File: src/rtl/spi_xfer_controller.sv
// SPI memory slave transaction sequencer.
// Counts SCLK edges per CS frame and drives the datapath strobes.
module spi_xfer_controller #(
  parameter int ADDR_WIDTH = 7,
  parameter int DATA_WIDTH = 8,
  parameter int CNT_WIDTH  = 4
) (
  input  logic clk,
  input  logic reset,
  input  logic cs,
  input  logic sclk_posedge,
  input  logic mosi,
  output logic addr_latch_we,
  output logic sr_load,
  output logic mem_we,
  output logic miso_oe,
  output logic busy,
  output logic xfer_done,
  output logic overrun
);

  typedef enum logic [3:0] {
    IDLE,
    GET_HDR,
    LATCH_ADDR,
    READ_WAIT,
    READ_LOAD,
    READ_SHIFT,
    WRITE_GET,
    WRITE_MEM,
    DONE
  } state_t;

  localparam logic [CNT_WIDTH-1:0] HDR_LAST =
    CNT_WIDTH'(ADDR_WIDTH + 1);
  localparam logic [CNT_WIDTH-1:0] DAT_LAST =
    CNT_WIDTH'(DATA_WIDTH);
  localparam logic [CNT_WIDTH-1:0] CNT_MAX = '1;
  localparam logic [CNT_WIDTH-1:0] CNT_ONE =
    CNT_WIDTH'(1);

  state_t state, state_n;
  logic [CNT_WIDTH-1:0] cnt, cnt_n, cnt_inc;
  logic rw_q, rw_n;
  logic ovr_n;
  logic strobe_st;
  logic lat_n, ld_n, mw_n, oe_n, busy_n, done_n;

  assign cnt_inc = (cnt == CNT_MAX) ? cnt : cnt + CNT_ONE;

  assign strobe_st = state inside
    {LATCH_ADDR, READ_WAIT, READ_LOAD, WRITE_MEM};

  // State, bit counter, R/W flag and sticky overrun registers
  always_ff @(posedge clk or negedge reset) begin
    if (!reset) begin
      state   <= IDLE;
      cnt     <= '0;
      rw_q    <= 1'b0;
      overrun <= 1'b0;
    end else begin
      state   <= state_n;
      cnt     <= cnt_n;
      rw_q    <= rw_n;
      overrun <= ovr_n;
    end
  end

  // Next-state logic; a CS rise beats every other transition
  always_comb begin
    state_n = state;
    cnt_n   = cnt;
    rw_n    = rw_q;
    ovr_n   = overrun;
    if (sclk_posedge && strobe_st) ovr_n = 1'b1;
    if (state != IDLE && cs) begin
      state_n = IDLE;
    end else begin
      unique case (state)
        IDLE: begin
          if (!cs) begin
            state_n = GET_HDR;
            cnt_n   = '0;
            ovr_n   = 1'b0;
          end
        end
        GET_HDR: begin
          if (sclk_posedge) begin
            cnt_n = cnt_inc;
            if (cnt_inc == HDR_LAST) begin
              rw_n    = mosi;
              state_n = LATCH_ADDR;
            end
          end
        end
        LATCH_ADDR: begin
          cnt_n   = '0;
          state_n = rw_q ? READ_WAIT : WRITE_GET;
        end
        READ_WAIT: state_n = READ_LOAD;
        READ_LOAD: state_n = READ_SHIFT;
        READ_SHIFT, WRITE_GET: begin
          if (sclk_posedge) begin
            cnt_n = cnt_inc;
            if (cnt_inc == DAT_LAST)
              state_n = (state == READ_SHIFT) ? DONE : WRITE_MEM;
          end
        end
        WRITE_MEM: state_n = DONE;
        DONE:      state_n = DONE;
        default:   state_n = IDLE;
      endcase
    end
  end

  // Output decode from the upcoming state so strobes are flop outputs
  always_comb begin
    lat_n  = (state_n == LATCH_ADDR);
    ld_n   = (state_n == READ_LOAD);
    mw_n   = (state_n == WRITE_MEM);
    oe_n   = (state_n == READ_SHIFT);
    busy_n = (state_n != IDLE);
    done_n = (state_n == DONE) && (state != DONE);
  end

  // Registered strobes, cleared at once by reset
  always_ff @(posedge clk or negedge reset) begin
    if (!reset) begin
      addr_latch_we <= 1'b0;
      sr_load       <= 1'b0;
      mem_we        <= 1'b0;
      miso_oe       <= 1'b0;
      busy          <= 1'b0;
      xfer_done     <= 1'b0;
    end else begin
      addr_latch_we <= lat_n;
      sr_load       <= ld_n;
      mem_we        <= mw_n;
      miso_oe       <= oe_n;
      busy          <= busy_n;
      xfer_done     <= done_n;
    end
  end

endmodule

File: config.mk
export PLATFORM = sky130hd
export DESIGN_NAME = spi_xfer_controller
export DESIGN_NICKNAME = d
export VERILOG_FILES = /design/src/rtl/spi_xfer_controller.sv
export SDC_FILE = /design/constraint.sdc
export NUM_CORES = 1
export LEC_CHECK = 0
export ABC_CLOCK_PERIOD_IN_PS = 2890
export CORE_UTILIZATION = 52
export CTS_CLUSTER_DIAMETER = 150
export DETAILED_ROUTE_END_ITERATION = 10
export PLACE_DENSITY_LB_ADDON = 0.1
export SYNTH_ARGS = -nofsm -noshare
export SYNTH_HDL_FRONTEND = slang
export SYNTH_SLANG_ARGS = --single-unit
File: constraint.sdc
create_clock -name clk -period 2.89 [get_ports clk]
set_clock_uncertainty 0.15 [all_clocks]
set_input_delay 0.4335 -clock clk [delete_from_list [all_inputs] [get_ports clk]]
set_output_delay 0.4335 -clock clk [all_outputs]
set_load 0.01 [all_outputs]
# Yosys cells after proc, flatten, opt, wreduce, memory -nomap -nowiden
# Cells that the tools add are included.
[word_totals] in_bits=5 latchBits=0 romBits=0 ram_bits=0 word_cells=60 out_inout_bits=7 regBits=16 mem_count=0
[op_classes] reduce_logical=13 add_sub_neg=1 n_eq_ne=18 div=0 shifts=0 mux=17 mul=0 order_cmp=0 bitwise=1
[op_table] operator="2-to-1 mux 4 bit" n=10
[op_table] operator="== test 4 x 3 -> 1 bit (second input constant)" n=7
[op_table] operator="one-hot mux 4 bit (7 select lines)" n=1
[op_table] operator="== test 4 bit (second input constant)" n=4
[op_table] operator="== test 4 x 2 -> 1 bit (second input constant)" n=3
[op_table] operator="one-hot mux 4 bit (3 select lines)" n=1
[op_table] operator="nonzero test 4 bit" n=3
[op_table] operator="AND reduction 4 bit" n=2
[op_table] operator="adder 4 x 1 -> 4 bit (second input constant)" n=1
[op_table] operator="== test 4 x 1 -> 1 bit (second input constant)" n=1
[op_table] operator="zero test 4 bit" n=1
[op_table] operator="2-to-1 mux 1 bit" n=4
[op_table] operator="!= test 4 bit (second input constant)" n=1
[op_table] operator="OR reduction 2 bit" n=2
[op_table] operator="logical AND 1 bit" n=3
[op_table] operator="2-to-1 mux 3 bit" n=1
[op_table] operator="nonzero test 3 bit" n=1
[op_table] operator="OR reduction 3 bit" n=1
[op_table] operator="!= test 2 x 1 -> 1 bit (second input constant)" n=1
[op_table] operator="!= test 2 bit (second input constant)" n=1
[op_table] operator="inverter 1 bit" n=1

# Depth between registers and ports, before layout
# Gate-level depths: netlist of run 1.
[logic_depth] depth_word=9 ltp_mapped=7 mapped_depth_nobuf=7

# Worst setup path before layout of run 1
# Ideal clock, no wire load.
[synth_timing] path_type="register -> register" start="register cnt[0]" end="register rw_q" setup_slack_ns=0.701 t_arrival_ns=1.914 path_stages_with_launch=7 setup_time_ns=0.125 required_ns=2.615 path_buffers=0 synth_period_minus_slack_ns=2.189 path_cell_list="dfrtp_1 -> ha_1 -> and4b_1 -> o21a_2 -> o311a_1 -> and4_4 -> mux2_4"
[synth_between] elab_chain_cells=4 elab_cells_between_ends=5 cone_classes="add/sub (1); eq/ne (2); mux (1); reduce/logical (1)"
[synth_rtl] element="start: declaration" line_no="43" rtl="logic [CNT_WIDTH-1:0] cnt, cnt_n, cnt_inc;"
[synth_rtl] element="start signal: assignment" line_no="63" rtl="cnt <= cnt_n;"
[synth_rtl] element="adder 4 x 1 -> 4 bit / == test 4 bit (equally long branches)" line_no="49" rtl="assign cnt_inc = (cnt == CNT_MAX) ? cnt : cnt + CNT_ONE;"
[synth_rtl] element="2-to-1 mux 4 bit (*)" line_no="49"
[synth_rtl] element="== test 4 bit (*)" line_no="90" rtl="if (cnt_inc == HDR_LAST) begin"
[synth_rtl] element="AND reduction 4 bit (no source line) (*)"
[synth_rtl] element="end signal: assignment" line_no="64" rtl="rw_q <= rw_n;"
[synth_rtl] element="end: declaration" line_no="44" rtl="logic rw_q, rw_n;"
# Every way passes the cells marked *; elsewhere a longest branch is shown, timed or not.
# A chain may end at the register's enable or synchronous reset.

# Worst setup path in the final report of run 1
[layout_timing] start="register cnt[0]" end="register busy"
[layout_between] elab_chain_cells=8 elab_cells_between_ends=11 cone_classes="add/sub (1); eq/ne (2); mux (7); reduce/logical (1)"
[layout_rtl] element="adder 4 x 1 -> 4 bit / == test 4 bit (equally long branches)" line_no="49"
[layout_rtl] element="2-to-1 mux 4 bit (*)" line_no="49"
[layout_rtl] element="== test 4 bit (*)" line_no="90, 105"
[layout_rtl] element="2-to-1 mux 4 bit, on equally long branches" line_no="105, 90"
[layout_rtl] element="2-to-1 mux 4 bit, on equally long branches" line_no="103, 88"
[layout_rtl] element="one-hot mux 4 bit (7 select lines) (*)" line_no="79" rtl="unique case (state)"
[layout_rtl] element="2-to-1 mux 4 bit (*)" line_no="76" rtl="if (state != IDLE && cs) begin"
[layout_rtl] element="via state_n[2]" line_no="42" rtl="state_t state, state_n;"
[layout_rtl] element="nonzero test 4 bit (*)" line_no="122" rtl="busy_n = (state_n != IDLE);"
[layout_rtl] element="via busy_n" line_no="47" rtl="logic lat_n, ld_n, mw_n, oe_n, busy_n, done_n;"
[layout_rtl] element="end signal: assignment" line_no="140" rtl="busy <= busy_n;"
[layout_rtl] element="end: declaration" line_no="17" rtl="output logic busy,"
# Mark *: on every way through the listed nets, which the timed path passes. The rest lies on a longest branch.

==> results.cfg, run 1 <==
[yosys]
yosysTopAreaCell = dfrtp_1
synth_edf_count = 0
synth_cells = 87
synth_top_area_frac = 0.4513
ys.flop_type = dfrtp_1
synth.distinct_cells = 42
yosys_warnings = 0
synth-seq-area-share = 0.4513
ys_ff_latch = 16
synthMostInstantiatedCell = dfrtp_1
syn_avg_cell_area_um2 = 10.20
synth_common_cells = 16 x dfrtp_1, 7 x a21oi_1, 6 x nor2_1
async_flop_share = 1.000
syn_nets = 93
yosys-top-cells-area = dfrtp_1 45%, a21oi_1 3.9%, nand2b_1 2.8%
synthesis.area_um2 = 887.1

[floorplan]
core_area_um2 = 1541
io_pins = 12
die_h_um = 43.31
rows = 14
initial_utilization = 0.5755
die_w_um = 43.31
dieArea_um2 = 1875

[power_and_ir_drop]
power.leakage_nw = 0.4569
ir_worst_vdd_v = 0.0004249
p_total_mw = 0.7050
p_per_area_nw_per_um2 = 678.0

[timing]
maxSlewViolCount = 0
tightest_slew_ns = 0.7194
fmax_ghz = 0.4219
rsz0062_at_grt = false
slew_headroom = 0.5189
hold_violations = 0
holdWs_ns = 0.4182
setup_violations = 0
fin_crit_sh = 0.8201
fin_setup_tns_ns = 0
period_needed_ns = 2.370

[clocking]
clk_pin_slew_ns = 0.10
cts_tree = done
cts.sinks = 16
htreeDepth = 1
cts_root_buf = clkbuf_4
clk_latency_ns = 0.28
clockBufferDepth = 2
cts_hold_buf = 0
cts_resized = 0
postCtsSetupBuffers = 0
cts_buffers = 3

[critical_path]
r2r_cells = 7
endpoint_kind = flip-flop
rr_endpoint = busy
required_ns = 2.89
critical_path_class = flip-flop to flip-flop
crit_arrival_ns = 2.37
worstReg2RegStart = cnt[0]
worst_setup_path_start_kind = flip-flop
worst-r2r-setup-slack_ns = 0.52
path_max_fanout = 7

[cells_and_area]
register_area_um2 = 400.4
nets = 106
num_antenna_cells = 0
area_growth_pct = 17.21
nFillCells = 130
drive_above_1_share = 0.1414
multi_input_area_um2 = 457.9

[routing]
vias = 726
via_per_inst = 6.313
firstDrtPassIters = 4
route.detailed.drc = 0
wl_um = 1827
wl_per_cell_um = 15.89
ant_nets = 0
drt_iter0_drc = 34

[placed_design]
place_congestion = 0.8503
detailed_place_hpwl_um = 1286
port_buffers = 11

[global_routing]
grt_max_degree = 17
grt_first_pass_wirelength_um = 2932
grt_use_total = 0.2116
antenna_found_initial = 0
grt_overflow_total = 0
grt_pass1_vias = 650

[worst_hold_path]
min_path_type = primary input to asynchronous set/reset pin

[status]
status = finished, final reports clean

[run]
maxCapViolations = 0
==> sequential cells by signal, summed over array words and instances, names as in the netlist <==
name,flops
xfer_done,1
rw_q,1
miso_oe,1
mem_we,1
cnt,4
busy,1
sr_load,1
addr_latch_we,1
overrun,1
state,4
==> placed cells by master, fill, tap and decap left out, drive strengths merged, types with 2 or more instances in the layout <==
cell,synthesis,final
a21boi,2,2
a21oi,7,7
and2,2,2
and3b,2,2
clkbuf,1,4
clkdlybuf4s50,0,11
dfrtp,16,16
inv,4,4
nand2,5,5
nand2b,5,5
nand3,3,3
nor2,6,6
nor2b,2,2
nor3,2,2
nor3b,2,2
o21a,3,3
o21ai,4,4
==> metal layers <==
metal | track usage | vias up | routed length, um
li1 | - | 347 | -
met1 | 0.2981 | 349 | 866
met2 | 0.3254 | 24 | 864
met4 | 0.07879 | 0 | 23
met3 | 0.03830 | 6 | 72
met5 | 0 | - | 0
==> worst max path at each step <==
stage | startpoint | to | slack, ns
floorplan | cnt[0] | rw_q | 0.70
global placement | sclk_posedge | busy | 0.49
detailed placement | sclk_posedge | busy | 0.45
CTS | cnt[0] | busy | 0.52
global route | cnt[0] | busy | 0.42
finish | cnt[0] | busy | 0.52
==> per-stage QoR <==
step | instance area [um2] | std cells | setup WS, ns | utilization
floorplan | 887.1 | 87 | 0.7008 | -
global placement | 1003 | 111 | 0.4853 | 0.6510
detailed placement | 1003 | 111 | 0.4483 | 0.6510
CTS | 1040 | 115 | 0.5218 | 0.6745
global route | 1040 | 115 | 0.4206 | 0.6745
finish | 1040 | 115 | 0.5200 | 0.6745
==> layout make-up <==
class / count / share of cell area
Multi-Input combinational cell: 64 / 0.4404
Sequential cell: 16 / 0.3851
Timing Repair Buffer: 11 / 0.1059
Clock buffer: 4 / 0.03490
Tap cell: 16 / 0.01925
Inverter: 4 / 0.01444
==> worst max-delay path, cell delays in order, from the launching register on <==
cell and delay, ns:
dfrtp_1 0.45, ha_1 0.30, nor3b_2 0.29, o21a_2 0.21, o32a_2 0.14, nand2b_2 0.15, inv_2 0.05, or4_1 0.50
==> power by group <==
part	switching (mW)	total, mW	internal [mW]
Sequential	0.0561	0.320	0.264
Clock	0.0693	0.146	0.0765
Combinational	0.121	0.239	0.118
Total	0.247	0.705	0.458
==> logic make-up (layout without fill, tap and decap cells) <==
group | after synthesis | after routing | synth area share
AOI/OAI and AO/OA | 27 | 27 | 0.2214
adders and majority gates | 1 | 1 | 0.01410
buffers and inverters | 7 | 19 | 0.03243
DFF | 16 | 16 | 0.4513
muxes | 1 | 1 | 0.01692
and+or+nand+nor | 35 | 35 | 0.2637
Note: power is estimated with default switching activity, not from simulation.
==> run 2: changes to the inputs <==
- ABC_CLOCK_PERIOD_IN_PS: 2890 -> 2000
- CORE_UTILIZATION: 52 -> 47
- clock period: 2.89 -> 2 ns (I/O delays scaled with it)
==> run 2 against run 1 <==
Compared with the run above:
- the run now ends with setup timing left
- routed wire length increased by 16%
- total power is 70% higher
- flip-flop and latch count did not move
- register-to-register slack lost 0.66 ns
- fmax increased by 11%
- non-clock buffer count is 19 higher
- design area rose by 20%
- combinational power increased by 130%
- utilization grew 4.3 points
- via count up 6.7%
- critical endpoint is now mem_we
- largest cell class unchanged
==> results.cfg, run 2 (synthesis gave the netlist of run 1 again) <==
[global_routing]
grt_first_pass_wirelength_um = 3305
grt_max_degree = 17
antenna_found_initial = 0
grt_pass1_vias = 737
grt_use_total = 0.2235
grt_overflow_total = 0

[cells_and_area]
final_core_util = 0.7176
nets = 125
area_growth_pct = 41.18
register_area_um2 = 400.4
top_regs = cnt x4, state x4
num_antenna_cells = 0
final_cell_mix = 18 x buf_4, 16 x dfrtp_1, 11 x clkdlybuf4s50_1, 7 x a21oi_1, 6 x nor2_1
multi_input_area_um2 = 513.0
drive_above_1_share = 0.3220
final_common_cell = buf_4
nFillCells = 134

[routing]
drt_iter0_drc = 15
wl_um = 2115
via_per_inst = 5.420
route.detailed.drc = 0
vias = 775
wl_per_cell_um = 14.79
ant_nets = 0
firstDrtPassIters = 4

[timing]
maxSlewViolCount = 0
slew_headroom = 0.8131
holdWs_ns = 0.1593
rsz0062_at_grt = true
fin_crit_sh = 1.070
tightest_slew_ns = 0.2794
setup_slack_ns = -0.1402
fin_setup_tns_ns = -0.4887
hold_violations = 0
fmax_ghz = 0.4672
period_needed_ns = 2.140
setup_violations = 5

[critical_path]
worstReg2RegStart = cnt[1]
rr_endpoint = mem_we
crit_arrival_ns = 2.20
endpoint_kind = flip-flop
critical_path_class = flip-flop to flip-flop
worstPathCellList = buf_4 -> and4b_2 -> o21a_4 -> o32a_2 -> nand2b_4 -> buf_4 -> nor4b_2
r2r_cells = 7
required_ns = 2.06
cpMostUsedCell = buf_4
path_max_fanout = 4
worst-r2r-setup-slack_ns = -0.14
worst_setup_path_start_kind = flip-flop
cpPeakStageDelay_ns = 0.42
cpMaxStageDelayCell = dfrtp_1

[clocking]
clockBufferDepth = 2
cts_hold_buf = 0
cts.sinks = 16
htreeDepth = 1
cts_buffers = 3
postCtsSetupBuffers = 0
cts_root_buf = clkbuf_4
clk_pin_slew_ns = 0.10
clk_latency_ns = 0.29
cts_tree = done

[placed_design]
detailed_place_hpwl_um = 1516
place_congestion = 0.8113
port_buffers = 11
dp_slack_ns = -0.2908

[floorplan]
core_area_um2 = 1745
die_w_um = 45.45
dieArea_um2 = 2065
io_pins = 12
rows = 15
die_h_um = 45.45
initial_utilization = 0.5082

[power_and_ir_drop]
p_per_area_nw_per_um2 = 956.3
p_total_mw = 1.198
swShare = 0.3466
p_clk_frac = 0.180
power.leakage_nw = 0.5620
combPwrFrac = 0.465
p_sw_mw = 0.4151
p_int_mw = 0.7826
seqPwrFrac = 0.355
ir_worst_vdd_v = 0.0005762

[worst_hold_path]
min_path_type = primary input to asynchronous set/reset pin

[run]
maxCapViolations = 0

[status]
violations = setup timing
status = finished, violations left
==> run 2: cell types whose count changed in the layout (fill, tap and decap cells not counted), sizes merged <==
cell  change
buf      +19
==> run 2: layer usage <==
metal | share of wire | global-route usage | vias up | routed length, um
li1 | - | - | 385 | -
met1 | 0.48 | 0.3123 | 371 | 1009
met2 | 0.49 | 0.3514 | 19 | 1031
met3 | 0.035 | 0.07143 | 0 | 74
met4 | 0 | 0.01818 | 0 | 0
met5 | 0 | 0 | - | 0
==> run 2: how the worst max path moves through the flow <==
stage	from	to	slack [ns]	cells past startpoint
final	cnt[1]	mem_we	-0.14	7
after CTS	cnt[1]	busy	-0.17	7
after detailed placement	sclk_posedge	busy	-0.29	7
after global routing	cnt[1]	mem_we	-0.18	7
after global placement	sclk_posedge	busy	-0.24	7
after floorplan	cnt[1]	busy	-0.12	7
==> run 2: power groups by stage <==
stage	registers, mW	logic, mW	clock network, mW
2_1_floorplan	0.449	0.268	0
3_3_place_gp	0.427	0.492	0
3_5_place_dp	0.430	0.505	0
4_1_cts	0.424	0.517	0.222
5_1_grt	0.433	0.605	0.236
6_report	0.426	0.557	0.215
==> run 2: what timing repair did <==
item	4_1_cts	5_1_grt
gates cloned	0	0
hold endpoints to repair	0	0
gates resized for setup	2	6
pin swaps	0	4
endpoints found under the setup margin	5	5
==> run 2: critical path: cells and delay by family (launching register included) <==
family                 cells  cell delay [ns]
buffers and inverters      2             0.30
flip-flops                 1             0.42
AND/OR/NAND/NOR            3             0.64
AO/OA/AOI/OAI              2             0.54
==> run 2: stage by stage <==
stage | cells | area (um2)
final | 143 | 1252
after global routing | 143 | 1252
after CTS | 143 | 1222
after detailed placement | 139 | 1175
after global placement | 139 | 1175
after floorplan | 87 | 904.6
==> run 2: layout make-up <==
class / count / share of cell area
multi-input combinational: 64 / 0.4096
sequential: 16 / 0.3197
timing repair buffer: 30 / 0.2048
clock buffer: 4 / 0.02897
tap: 25 / 0.02498
inverter: 4 / 0.01199
==> run 3: changes to the inputs <==
- CORE_MARGIN: default -> 4
==> run 3 against run 2 <==
Compared with the run above:
- the run still ends with setup timing left
- global-route usage shrank 3.9 points
- clock power is essentially flat
- clock-buffer cell count is the same
- critical path depth shrank 1
- register-to-register slack is essentially flat
==> results.cfg, run 3 (synthesis gave the netlist of run 1 again) <==
[floorplan]
dieArea_um2 = 2647
initial_utilization = 0.5028
die_w_um = 51.45
core_area_um2 = 1764
die_h_um = 51.45
io_pins = 12
rows = 15

[power_and_ir_drop]
p_sw_mw = 0.4060
power.leakage_nw = 0.5881
seqPwrFrac = 0.360
p_per_area_nw_per_um2 = 938.0
swShare = 0.3381
p_total_mw = 1.201
ir_worst_vdd_v = 0.0006797
p_clk_frac = 0.177
p_int_mw = 0.7946
combPwrFrac = 0.462

[timing]
setup_violations = 5
period_needed_ns = 2.139
setup_slack_ns = -0.1386
hold_violations = 0
slew_headroom = 0.8286
fin_crit_sh = 1.069
maxSlewViolCount = 0
fmax_ghz = 0.4676
tightest_slew_ns = 0.2549
holdWs_ns = 0.1734
rsz0062_at_grt = true

[cells_and_area]
final_core_util = 0.7255
nFillCells = 139
drive_above_1_share = 0.3443
num_antenna_cells = 0
fin_cells = 147
top_regs = cnt x4, state x4
final_common_cell = buf_4
nets = 129
area_growth_pct = 44.29
final_cell_mix = 22 x buf_4, 15 x dfrtp_1, 11 x clkdlybuf4s50_1, 7 x a21oi_1, 6 x nor2_1

[clocking]
cts_hold_buf = 0
clk_pin_slew_ns = 0.09
cts_tree = done
cts.sinks = 16
cts_buffers = 3
clk_latency_ns = 0.28
clockBufferDepth = 2
htreeDepth = 1
cts_root_buf = clkbuf_4

[critical_path]
r2r_cells = 6
endpoint_kind = flip-flop
critical_path_class = flip-flop to flip-flop
required_ns = 2.03
path_max_fanout = 3
crit_arrival_ns = 2.17
worst_setup_path_start_kind = flip-flop

[global_routing]
grt_use_total = 0.1840
grt_max_degree = 17
grt_pass1_vias = 836
antenna_found_initial = 0
grt_first_pass_wirelength_um = 3670
grt_overflow_total = 0

[routing]
via_per_inst = 5.408
wl_um = 2134
wl_met1_um = 996
wl_met2_um = 1046
top_layer_used = met4
firstDrtPassIters = 4
wl_per_cell_um = 14.52
ant_nets = 0
dr_wl_met3_um = 80
vias = 795
drt_iter0_drc = 21
route.detailed.drc = 0

[status]
violations = setup timing
status = finished, violations left

[worst_hold_path]
min_path_type = primary input to asynchronous set/reset pin

[placed_design]
port_buffers = 11
place_congestion = 0.7923
placed_cells = 140
detailed_place_hpwl_um = 1464

[run]
maxCapViolations = 0
## run 3: changes by cell type in the layout (fill, tap and decap cells not counted), sizes merged
cell  delta
buf      +4
## run 3: final timing paths
kind | slack [ns] | to | start
max | -0.14 | rw_q | cnt[0]
min | 0.17 | overrun | reset
max reg2reg | -0.14 | rw_q | cnt[0]
min reg2reg | 0.42 | rw_q | rw_q
max in group asynchronous | 1.33 | state[1] | reset
min in group clk | 0.42 | rw_q | rw_q
## run 3: worst max-delay path, cell delays in order, from the launching register on
cell     delay [ns]
dfrtp_1        0.42
ha_4           0.19
and4b_1        0.23
o21a_4         0.21
o311a_1        0.34
and4_4         0.21
mux2_4         0.29
## run 3: final cells by class
class / count / area [um2] / share of cell area
multi-input cells: 64 / 509.2 / 0.3978
flip-flops and latches: 16 / 401.6 / 0.3138
repair buffers: 34 / 286.5 / 0.2239
clock buffers: 4 / 36.28 / 0.02835
well taps: 25 / 31.28 / 0.02444
inverters: 4 / 15.01 / 0.01173
## run 3: per-layer routing
metal | global-route usage | vias up
li1 | - | 389
met1 | 0.2482 | 387
met2 | 0.2987 | 17
met3 | 0.03499 | 2
met4 | 0.05240 | 0
met5 | 0 | -
## run 3: power by group through the flow
stage	Combinational (mW)	Clock [mW]	Sequential, mW
floorplan	0.268	0	0.449
global placement	0.491	0	0.432
detailed placement	0.501	0	0.436
CTS	0.530	0.221	0.430
global route	0.614	0.237	0.443
finish	0.555	0.213	0.433
## run 3: what timing repair did
item / 4_1_cts / 5_1_grt
pin swaps: 3 / 1
endpoints found under the setup margin: 5 / 6
endpoints found under the hold margin: 0 / 0
setup buffers: 1 / 2
resized for setup: 4 / 4
## run 3: per-stage QoR
step | setup slack, ns | TNS, ns | cell area [um2]
5_1_grt | -0.2053 | -0.9331 | 1280
2_1_floorplan | -0.1181 | -0.2241 | 904.6
6_report | -0.1386 | -0.4501 | 1280
3_5_place_dp | -0.2913 | -0.9363 | 1182
4_1_cts | -0.1538 | -0.4824 | 1250
3_3_place_gp | -0.2518 | -0.9053 | 1182
